==> src/rtl/gshare_predictor_if.sv <==
// Fetch/ROB-facing signal bundle of the branch predictor.
// The predictor takes the slave side; the pipeline drives the master side.
interface gshare_predictor_if #(
    parameter int XLEN  = 32,
    parameter int GHR_W = 8
);
    logic             rdy;
    logic             fet_valid;
    logic [XLEN-1:0]  fet_inst_addr;
    logic             bp_pred;
    logic [GHR_W-1:0] bp_ghr;
    logic             bp_ready;
    logic             rob_bp_enable;
    logic [XLEN-1:0]  rob_bp_inst_addr;
    logic [GHR_W-1:0] rob_bp_ghr;
    logic             rob_bp_jump;
    logic             rob_bp_correct;
    logic             rob_clear;
    logic [XLEN-1:0]  bp_correct_cnt;
    logic [XLEN-1:0]  bp_total_cnt;

    modport master (
        output rdy, fet_valid, fet_inst_addr,
        output rob_bp_enable, rob_bp_inst_addr, rob_bp_ghr, rob_bp_jump, rob_bp_correct, rob_clear,
        input  bp_pred, bp_ghr, bp_ready, bp_correct_cnt, bp_total_cnt
    );

    modport slave (
        input  rdy, fet_valid, fet_inst_addr,
        input  rob_bp_enable, rob_bp_inst_addr, rob_bp_ghr, rob_bp_jump, rob_bp_correct, rob_clear,
        output bp_pred, bp_ghr, bp_ready, bp_correct_cnt, bp_total_cnt
    );
endinterface

==> src/rtl/gshare_predictor.sv <==
// Bimodal / gshare branch predictor: PHT of saturating counters, speculative and
// committed global history, init sweep of the table, and saturating accuracy counters.
module gshare_predictor #(
    parameter int XLEN      = 32,
    parameter int PHT_IDX_W = 8,
    parameter int CTR_W     = 2,
    parameter int GHR_W     = 8,
    parameter int MODE      = 1
) (
    input logic                clk,
    input logic                rst,
    gshare_predictor_if.slave  bp
);
    // state   | meaning
    // ST_INIT | sweeping every PHT entry to weakly-not-taken, one per rdy cycle
    // ST_RUN  | predicting and training
    typedef enum logic {ST_INIT, ST_RUN} state_e;

    localparam int                   PHT_ENTRIES = 1 << PHT_IDX_W;
    localparam logic [CTR_W-1:0]     CTR_MAX     = '1;
    localparam logic [CTR_W-1:0]     CTR_INIT    = CTR_MAX >> 1;
    localparam logic [PHT_IDX_W-1:0] LAST_IDX    = '1;
    localparam logic [XLEN-1:0]      CNT_MAX     = '1;

    state_e               state_q, state_d;
    logic [PHT_IDX_W-1:0] sweep_q, sweep_d;
    logic [GHR_W-1:0]     spec_ghr_q, spec_ghr_d;
    logic [GHR_W-1:0]     commit_ghr_q, commit_ghr_d;
    logic [XLEN-1:0]      correct_q, correct_d;
    logic [XLEN-1:0]      total_q, total_d;
    logic [CTR_W-1:0]     pht_q [PHT_ENTRIES];

    logic                 pht_we;
    logic [PHT_IDX_W-1:0] pht_widx;
    logic [CTR_W-1:0]     pht_wdata;
    logic [PHT_IDX_W-1:0] fet_idx, trn_idx;
    logic [CTR_W-1:0]     fet_ctr, trn_ctr;
    logic                 pred;
    logic                 unused_addr_bits;

    function automatic logic [PHT_IDX_W-1:0] pht_index(input logic [XLEN-1:0] addr,
                                                        input logic [GHR_W-1:0] ghr);
        logic [PHT_IDX_W-1:0] base;
        base = addr[PHT_IDX_W:1];
        if (MODE == 1) begin
            return base ^ PHT_IDX_W'(ghr);
        end
        return base;
    endfunction

    // Truncating the concatenation keeps the shift valid for a 1-bit history.
    function automatic logic [GHR_W-1:0] ghr_shift(input logic [GHR_W-1:0] ghr, input logic bit_in);
        return GHR_W'({ghr, bit_in});
    endfunction

    assign fet_idx = pht_index(bp.fet_inst_addr, spec_ghr_q);
    assign trn_idx = pht_index(bp.rob_bp_inst_addr, bp.rob_bp_ghr);
    assign fet_ctr = pht_q[fet_idx];
    assign trn_ctr = pht_q[trn_idx];
    assign pred    = (state_q == ST_RUN) && fet_ctr[CTR_W-1];

    assign bp.bp_pred        = pred;
    assign bp.bp_ghr         = spec_ghr_q;
    assign bp.bp_ready       = (state_q == ST_RUN);
    assign bp.bp_correct_cnt = correct_q;
    assign bp.bp_total_cnt   = total_q;

    assign unused_addr_bits = ^{bp.fet_inst_addr, bp.rob_bp_inst_addr};

    always_comb begin
        state_d      = state_q;
        sweep_d      = sweep_q;
        spec_ghr_d   = spec_ghr_q;
        commit_ghr_d = commit_ghr_q;
        correct_d    = correct_q;
        total_d      = total_q;
        pht_we       = 1'b0;
        pht_widx     = sweep_q;
        pht_wdata    = CTR_INIT;

        case (state_q)
            ST_INIT: begin
                pht_we  = 1'b1;
                sweep_d = sweep_q + 1'b1;
                if (sweep_q == LAST_IDX) begin
                    state_d = ST_RUN;
                end
            end
            default: begin
                if (bp.rob_bp_enable) begin
                    pht_we   = 1'b1;
                    pht_widx = trn_idx;
                    if (bp.rob_bp_jump) begin
                        pht_wdata = (trn_ctr == CTR_MAX) ? trn_ctr : trn_ctr + 1'b1;
                    end else begin
                        pht_wdata = (trn_ctr == '0) ? trn_ctr : trn_ctr - 1'b1;
                    end
                    if (total_q != CNT_MAX) begin
                        total_d = total_q + 1'b1;
                    end
                    if (bp.rob_bp_correct && (correct_q != CNT_MAX)) begin
                        correct_d = correct_q + 1'b1;
                    end
                    commit_ghr_d = ghr_shift(commit_ghr_q, bp.rob_bp_jump);
                end
                // Recovery overrides any fetch shift in the same cycle.
                if (bp.rob_clear) begin
                    spec_ghr_d = commit_ghr_d;
                end else if (bp.rob_bp_enable && !bp.rob_bp_correct) begin
                    spec_ghr_d = ghr_shift(bp.rob_bp_ghr, bp.rob_bp_jump);
                end else if (bp.fet_valid) begin
                    spec_ghr_d = ghr_shift(spec_ghr_q, pred);
                end
            end
        endcase

        if (rst) begin
            state_d      = ST_INIT;
            sweep_d      = '0;
            spec_ghr_d   = '0;
            commit_ghr_d = '0;
            correct_d    = '0;
            total_d      = '0;
            pht_we       = 1'b0;
        end
    end

    always_ff @(posedge clk) begin
        if (bp.rdy) begin
            state_q      <= state_d;
            sweep_q      <= sweep_d;
            spec_ghr_q   <= spec_ghr_d;
            commit_ghr_q <= commit_ghr_d;
            correct_q    <= correct_d;
            total_q      <= total_d;
            if (pht_we) begin
                pht_q[pht_widx] <= pht_wdata;
            end
        end
    end
endmodule

==> src/flat_wrapper.sv <==
// flat-port wrapper written by rule: the top's interface ports become plain ports
module gshare_predictor_flat 
#(
    parameter int XLEN      = 32,
    parameter int PHT_IDX_W = 8,
    parameter int CTR_W     = 2,
    parameter int GHR_W     = 8,
    parameter int MODE      = 1
)
  (clk, rst, bp_rdy, bp_fet_valid, bp_fet_inst_addr, bp_rob_bp_enable, bp_rob_bp_inst_addr, bp_rob_bp_ghr, bp_rob_bp_jump, bp_rob_bp_correct, bp_rob_clear, bp_bp_pred, bp_bp_ghr, bp_bp_ready, bp_bp_correct_cnt, bp_bp_total_cnt);
  gshare_predictor_if #(.XLEN(XLEN), .GHR_W(GHR_W)) bp_i ();
  input logic clk;
  input logic rst;
  input wire logic [$bits(bp_i.rdy)-1:0] bp_rdy;
  input wire logic [$bits(bp_i.fet_valid)-1:0] bp_fet_valid;
  input wire logic [$bits(bp_i.fet_inst_addr)-1:0] bp_fet_inst_addr;
  input wire logic [$bits(bp_i.rob_bp_enable)-1:0] bp_rob_bp_enable;
  input wire logic [$bits(bp_i.rob_bp_inst_addr)-1:0] bp_rob_bp_inst_addr;
  input wire logic [$bits(bp_i.rob_bp_ghr)-1:0] bp_rob_bp_ghr;
  input wire logic [$bits(bp_i.rob_bp_jump)-1:0] bp_rob_bp_jump;
  input wire logic [$bits(bp_i.rob_bp_correct)-1:0] bp_rob_bp_correct;
  input wire logic [$bits(bp_i.rob_clear)-1:0] bp_rob_clear;
  output wire logic [$bits(bp_i.bp_pred)-1:0] bp_bp_pred;
  output wire logic [$bits(bp_i.bp_ghr)-1:0] bp_bp_ghr;
  output wire logic [$bits(bp_i.bp_ready)-1:0] bp_bp_ready;
  output wire logic [$bits(bp_i.bp_correct_cnt)-1:0] bp_bp_correct_cnt;
  output wire logic [$bits(bp_i.bp_total_cnt)-1:0] bp_bp_total_cnt;
  assign bp_i.rdy = bp_rdy;
  assign bp_i.fet_valid = bp_fet_valid;
  assign bp_i.fet_inst_addr = bp_fet_inst_addr;
  assign bp_i.rob_bp_enable = bp_rob_bp_enable;
  assign bp_i.rob_bp_inst_addr = bp_rob_bp_inst_addr;
  assign bp_i.rob_bp_ghr = bp_rob_bp_ghr;
  assign bp_i.rob_bp_jump = bp_rob_bp_jump;
  assign bp_i.rob_bp_correct = bp_rob_bp_correct;
  assign bp_i.rob_clear = bp_rob_clear;
  assign bp_bp_pred = bp_i.bp_pred;
  assign bp_bp_ghr = bp_i.bp_ghr;
  assign bp_bp_ready = bp_i.bp_ready;
  assign bp_bp_correct_cnt = bp_i.bp_correct_cnt;
  assign bp_bp_total_cnt = bp_i.bp_total_cnt;
  gshare_predictor #(.XLEN(XLEN), .PHT_IDX_W(PHT_IDX_W), .CTR_W(CTR_W), .GHR_W(GHR_W), .MODE(MODE)) u_core (.clk(clk), .rst(rst), .bp(bp_i));
endmodule
==> config.mk <==
export PLATFORM = sky130hd
export DESIGN_NAME = gshare_predictor_flat
export DESIGN_NICKNAME = d
export VERILOG_FILES = /design/src/rtl/gshare_predictor_if.sv /design/src/rtl/gshare_predictor.sv /design/src/flat_wrapper.sv
export SDC_FILE = /design/constraint.sdc
export NUM_CORES = 1
export LEC_CHECK = 0
export CAP_MARGIN = 0
export CORE_ASPECT_RATIO = 0.6
export CORE_MARGIN = 2
export CORE_UTILIZATION = 60
export DETAILED_ROUTE_END_ITERATION = 6
export GPL_TIMING_DRIVEN = 0
export PLACE_DENSITY = 0.8
export SYNTH_ARGS = -nofsm -noshare
export SYNTH_HDL_FRONTEND = slang
export SYNTH_SLANG_ARGS = --single-unit
==> constraint.sdc <==
create_clock -name clk -period 15.7 [get_ports clk]
set_input_delay 4.71 -clock clk [delete_from_list [all_inputs] [get_ports clk]]
set_output_delay 4.71 -clock clk [all_outputs]
set_load 0.01 [all_outputs]
-- Yosys cells after proc, flatten, opt, wreduce, memory -nomap -nowiden
Memories as Yosys holds them, arrays and structs flattened.
Cells that the tools add are included.
- register bits: 89
- memory bits (writable): 512
- input port bits: 80
- output and inout bits: 74
- logic and storage cells: 62
- memories kept: 1
- add/subtract/negate cells: 5
- equality and inequality tests: 5
- muxes and demuxes: 28
- bitwise gates (word level): 2
- reduce and logical (&&, ||, !) cells: 15
- memory list (memory ; words ; bits a word ; rd ports ; clocked after Yosys merged registers in ; write ports ; RTL line ; RTL):
    u_core.pht_q ; 256 ; 2 ; 2 ; 0 ; 1 ; gshare_predictor.sv:31 ; logic [CTR_W-1:0] pht_q [PHT_ENTRIES];
- operators by type and width (kind ; count):
    $mux 32 ; 6
    $mux 8 ; 9
    $add 32x1->32 const B ; 2
    $ne 32x32->1 const B ; 2
    $xor 8x8->8 ; 2
    $mux 2 ; 5
    $add 8x1->8 const B ; 1
    $eq 8x8->1 const B ; 1
    $mux 1 ; 8
    $reduce_and 4->1 ; 2
    $reduce_bool 2->1 ; 4
    $reduce_and 2->1 ; 2
    $reduce_bool 4->1 ; 1
    $logic_and 1x1->1 ; 3
    $reduce_and 3->1 ; 1
    $add 2x1->2 const B ; 1
    $eq 2x2->1 const B ; 1
    $logic_not 2->1 ; 1
    $ne 2x2->1 const B ; 1
    $sub 2x1->2 const B ; 1
    $logic_not 1->1 ; 1

-- Longest topological paths before layout
An unclocked memory read counts as a cell.
- word-level depth: 7
- gate-level depth with buffers: 11
- mapped depth without buffers: 9

-- Worst setup path before layout
No wires, ideal clock.
- path type: in2reg
- start: input port bp_rob_bp_ghr[0]
- end: memory u_core.pht_q[0][1], data pin
- library setup time: 1.533 ns
- arrival: 13.050 ns
- slack: 1.117 ns
- cell stages on the path: 11
- buffers on the path: 3
- path through: xor2_2 -> buf_6 -> buf_12 -> buf_12 -> nor2_8 -> a311oi_1 -> o211ai_1 -> nor4bb_1 -> a32oi_1 -> nand3_1 -> o211ai_1
- longest elaborated chain between the ends: 7
- ends and longest elaborated chain (what ; RTL line ; RTL):
    start, declared ; flat_wrapper.sv:19 ; input wire logic [$bits(bp_i.rob_bp_ghr)-1:0] bp_rob_bp_ghr;
    $xor 8x8->8 * ; gshare_predictor.sv:46 ; return base ^ PHT_IDX_W'(ghr);
    $mem_v2 256x2 * ; -- ;
    $sub 2x1->2, or another cell as far along ; gshare_predictor.sv:96 ; pht_wdata = (trn_ctr == '0) ? trn_ctr : trn_ctr - 1'b1;
    $mux 2 (on tied branches) ; gshare_predictor.sv:96, gshare_predictor.sv:94 ;
    $mux 2 * ; gshare_predictor.sv:93 ; if (bp.rob_bp_jump) begin
    $mux 2 * ; gshare_predictor.sv:90 ; if (bp.rob_bp_enable) begin
    $mux 2 * ; gshare_predictor.sv:81 ; case (state_q)
    net u_core.pht_wdata[1] ; gshare_predictor.sv:35 ; logic [CTR_W-1:0] pht_wdata;
    end, declared ; gshare_predictor.sv:31 ;
Mark *: on every way through the listed nets, which the timed path passes. The rest lies on a longest branch.

-- Worst setup path after layout
- start: input port bp_fet_inst_addr[2]
- end: output port bp_bp_pred
- longest elaborated chain between the ends: 3
- ends and longest elaborated chain (what ; RTL line ; RTL):
    start, declared ; flat_wrapper.sv:16 ; input wire logic [$bits(bp_i.fet_inst_addr)-1:0] bp_fet_inst_addr;
    $xor 8x8->8 ; gshare_predictor.sv:46 ;
    $mem_v2 256x2 ; -- ;
    $logic_and 1x1->1 ; gshare_predictor.sv:60 ; assign pred = (state_q == ST_RUN) && fet_ctr[CTR_W-1];
    end, declared ; flat_wrapper.sv:23 ; output wire logic [$bits(bp_i.bp_pred)-1:0] bp_bp_pred;
Every way passes these cells.

==> flow_summary.json <==
{
  "criticalPathCategory": "in2out",
  "routability_driven_placement_congestion_ratio": 1.03,
  "die-area_sq_mm": 0.0487,
  "synth.top_cells.by_area": "sky130_fd_sc_hd__edfxtp_1, sky130_fd_sc_hd__mux4_2, sky130_fd_sc_hd__nor2_1",
  "number_of_gates_resized_after_cts": 0,
  "root_buffer": "sky130_fd_sc_hd__clkbuf_16",
  "synth_top_area_cell": "sky130_fd_sc_hd__edfxtp_1",
  "critical-path-slowest-cell": "sky130_fd_sc_hd__xor2_2",
  "cts-hold-fix-buffers": 0,
  "grt_antenna_before_repair": 2,
  "cts-buffers-inserted": 54,
  "r2r_start": "u_core.bp.bp_ghr[1]$_SDFFCE_PP0P_",
  "yosysWarnings": 0,
  "cts.sinks": 601,
  "use_met2_pct": 52.2,
  "fin_area_sq_mm": 0.0320,
  "clock_path_buffers": 3,
  "cts_tree": "yes",
  "track_usage_pct": 40.5,
  "detail_route.iter0.violations": 3896,
  "tns_ns": 0,
  "die_h_microns": 172,
  "route.antenna.remaining_nets": 0,
  "clk_pin_slew_ns": 0.07,
  "cap_violations": 4,
  "ys_top_cells_by_count": "sky130_fd_sc_hd__edfxtp_1, sky130_fd_sc_hd__nor2_1, sky130_fd_sc_hd__nand2_1, sky130_fd_sc_hd__mux4_2, sky130_fd_sc_hd__nand3_1",
  "failing_checks": "DRC, capacitance limit, slew limit",
  "timing.final.crit_period_ns": 14.17,
  "fin_util_pct": 69.1,
  "drt_pre_antenna_iters": 7,
  "post_cts.repair.setup_buffers": 0,
  "crit_path_cell_trace": "clkdlybuf4s50_1, xor2_2, buf_2, mux4_2, a221oi_1, o21ai_0, a211oi_1, nor3_1, a22o_1, clkdlybuf4s50_1",
  "relSlewSlack_pct": -5.77,
  "synth-seq-area-share_pct": 64.1,
  "first_global_vias": 18784,
  "final_max_slew_viol_count": 26,
  "port_buffers": 104,
  "yosys_register_bits": 601,
  "worst_margin_pin_slew_ns": 1.58,
  "routed_wl_microns": 98100,
  "most_frequent_cell_on_critical_path": "sky130_fd_sc_hd__clkdlybuf4s50_1",
  "timing.final.ws_setup_ns": 1.53,
  "placedInstanceArea_sq_mm": 0.0303,
  "worst_setup_path_endpoint": "bp_bp_pred",
  "startpoint_type": "input port",
  "wl_per_cell_microns": 35.8,
  "insertion_delay_of_the_later_clocked_pin_in_the_worst_skew_pair_ns": 0.61,
  "mapped_avg_cell_area_sq_um": 15.0,
  "wire_length_of_the_first_global_routing_pass_microns": 136000,
  "hold_violations": 0,
  "route.detailed.vias_per_inst": 7.29,
  "setup_viol": 0,
  "layout_worst_path_cycle_share_pct": 90.3,
  "cp_max_fo": 10,
  "grt.met1_usage_pct": 57.6,
  "critical_path.startpoint": "bp_fet_inst_addr[2]",
  "synth_nets": 1957,
  "cts-htree-levels": 2,
  "number_of_cells_produced_by_synthesis": 1874,
  "ff2ff_setup_slack_ns": 10.89,
  "synthDominantCellAreaShare_pct": 64.1,
  "fp.dieW_microns": 284,
  "timing.critical_path.slowest_cell_delay_ns": 0.85,
  "largest_net_degree_at_the_start_of_global_routing": 101,
  "synth_cell_types": 70,
  "fin_worst_skew_ns": 0.0224,
  "irDropWorstVdd_uv": 108,
  "area_of_the_mapped_netlist_sq_mm": 0.0281,
  "prevailing_post_synth_register_cell": "sky130_fd_sc_hd__edfxtp_1",
  "hpwlAfterDp_microns": 68700,
  "setup_repair_after_global_routing_missed_its_margin": "no",
  "r2r.worst_path.cells": 9,
  "worst-endpoint-arrival_ns": 9.46,
  "area.growth.synth_to_final_pct": 13.7,
  "grt_util_met3_pct": 22.5,
  "gr-max-usage-layer": "met1",
  "drive_gt1_share_pct": 16.0,
  "cellLeakagePower_nw": 10.2,
  "synth-edff-count": 601,
  "worstHoldPathType": "reg2reg",
  "count_of_boundary_i_o_pins": 154,
  "drc": 1,
  "place_worst_setup_slack_ns": 1.78,
  "run_status": "finished, violations left",
  "globalRouteOverflowTotal": 0,
  "required_ns": 10.99,
  "max_freq_ghz": 0.0706,
  "floorplan.core_area_sq_mm": 0.0463,
  "fp-row-count": 61,
  "end_kind": "output port",
  "reg_to_reg_critical_path_endpoint": "u_core.bp.bp_ghr[0]$_SDFFCE_PP0P_",
  "num_vias": 19975,
  "power.density_cell_area_mw_per_mm2": 119,
  "initial_utilization_pct": 60.8,
  "most_used_standard_cell_by_instance_count_after_synthesis": "sky130_fd_sc_hd__edfxtp_1",
  "design.final.nets": 2144,
  "share_of_synthesized_flip_flops_with_an_asynchronous_set_or_reset_pct": 0
}
-- metal layers --
metal	wire length (microns)	vias up	share of wire, %
met4	3940	0	4.0
met3	19400	340	20
li1	-	7679	-
met5	0	-	0
met2	38300	2035	39
met1	36600	9921	37
-- registers in the layout (all words and copies together), names as in the netlist --
| name | flops |
|---|---|
| u_core.bp.bp_ready | 1 |
| u_core.bp.bp_ghr | 8 |
| u_core.commit_ghr_q | 8 |
| u_core.bp.bp_total_cnt | 32 |
| u_core.sweep_q | 8 |
| u_core.pht_q | 512 |
| u_core.bp.bp_correct_cnt | 32 |
-- cells in the final DEF, fill, tap and decap left out, types with 32 or more instances in the layout --
master	count
sky130_fd_sc_hd__edfxtp_1	601
sky130_fd_sc_hd__nand2_1	167
sky130_fd_sc_hd__nand3_1	55
sky130_fd_sc_hd__mux2i_1	33
sky130_fd_sc_hd__a21oi_1	36
sky130_fd_sc_hd__a22oi_1	32
sky130_fd_sc_hd__mux4_2	159
sky130_fd_sc_hd__nor2_1	362
sky130_fd_sc_hd__clkdlybuf4s50_1	104
sky130_fd_sc_hd__xor2_1	45
sky130_fd_sc_hd__clkbuf_16	55
sky130_fd_sc_hd__clkbuf_1	60
-- logic make-up after synthesis --
kind of cell,synth area share (%)
fa+ha+maj,0.133
buf+inv,2.36
compound gates,4.47
simple gates,10.1
flops,64.1
xor+xnor,2.65
mux,16.1
-- worst max-delay path: cells and delay by family --
kind                      cells  cell delay [ns]
AOI/OAI and AO/OA             4             1.54
buffers and inverters         3             1.59
and+or+nand+nor               1             0.25
xor gates and xnor gates      1             0.85
muxes                         1             0.49
-- report_power, final --
part / total [W] / switching, W / internal [W]
Sequential: 0.00186 / 0.0000169 / 0.00184
Combinational: 0.000626 / 0.000420 / 0.000206
Clock: 0.00132 / 0.000611 / 0.000706
-- cell type report --
class / count / area (sq um)
antenna: 7 / 17.5
clock buffer: 63 / 1410
clock inverter: 36 / 278
multi-input combinational: 1156 / 9460
inverter: 7 / 26.3
buffer: 110 / 638
sequential: 601 / 18000
timing repair buffer: 131 / 1340
fill: 3140 / 14300
tap: 630 / 788
-- worst min-delay path by stage --
stage	startpoint	endpoint	slack, ns	depth (start not counted)
floorplan	u_core.commit_ghr_q[7]$_SDFFCE_PP0P_	u_core.commit_ghr_q[7]$_SDFFCE_PP0P_	0.58	2
global placement	u_core.bp.bp_total_cnt[0]$_SDFFCE_PP0P_	u_core.bp.bp_total_cnt[0]$_SDFFCE_PP0P_	0.61	1
detailed placement	u_core.bp.bp_correct_cnt[18]$_SDFFCE_PP0P_	u_core.bp.bp_correct_cnt[18]$_SDFFCE_PP0P_	0.63	2
CTS	u_core.bp.bp_total_cnt[0]$_SDFFCE_PP0P_	u_core.bp.bp_total_cnt[0]$_SDFFCE_PP0P_	0.65	1
global route	u_core.bp.bp_correct_cnt[0]$_SDFFCE_PP0P_	u_core.bp.bp_correct_cnt[0]$_SDFFCE_PP0P_	0.67	1
finish	u_core.bp.bp_total_cnt[0]$_SDFFCE_PP0P_	u_core.bp.bp_total_cnt[0]$_SDFFCE_PP0P_	0.64	1
-- per-stage QoR --
| step | power, W | std cells | hold slack (ns) |
|---|---|---|---|
| 6_report | 0.00380 | 2741 | 0.645 |
| 3_5_place_dp | 0.00248 | 2634 | 0.626 |
| 2_1_floorplan | 0.00223 | 1874 | 0.577 |
| 4_1_cts | 0.00375 | 2733 | 0.645 |
| 5_1_grt | 0.00385 | 2734 | 0.671 |
| 3_3_place_gp | 0.00250 | 2608 | 0.611 |
Note: power is estimated with default switching activity, not from simulation.
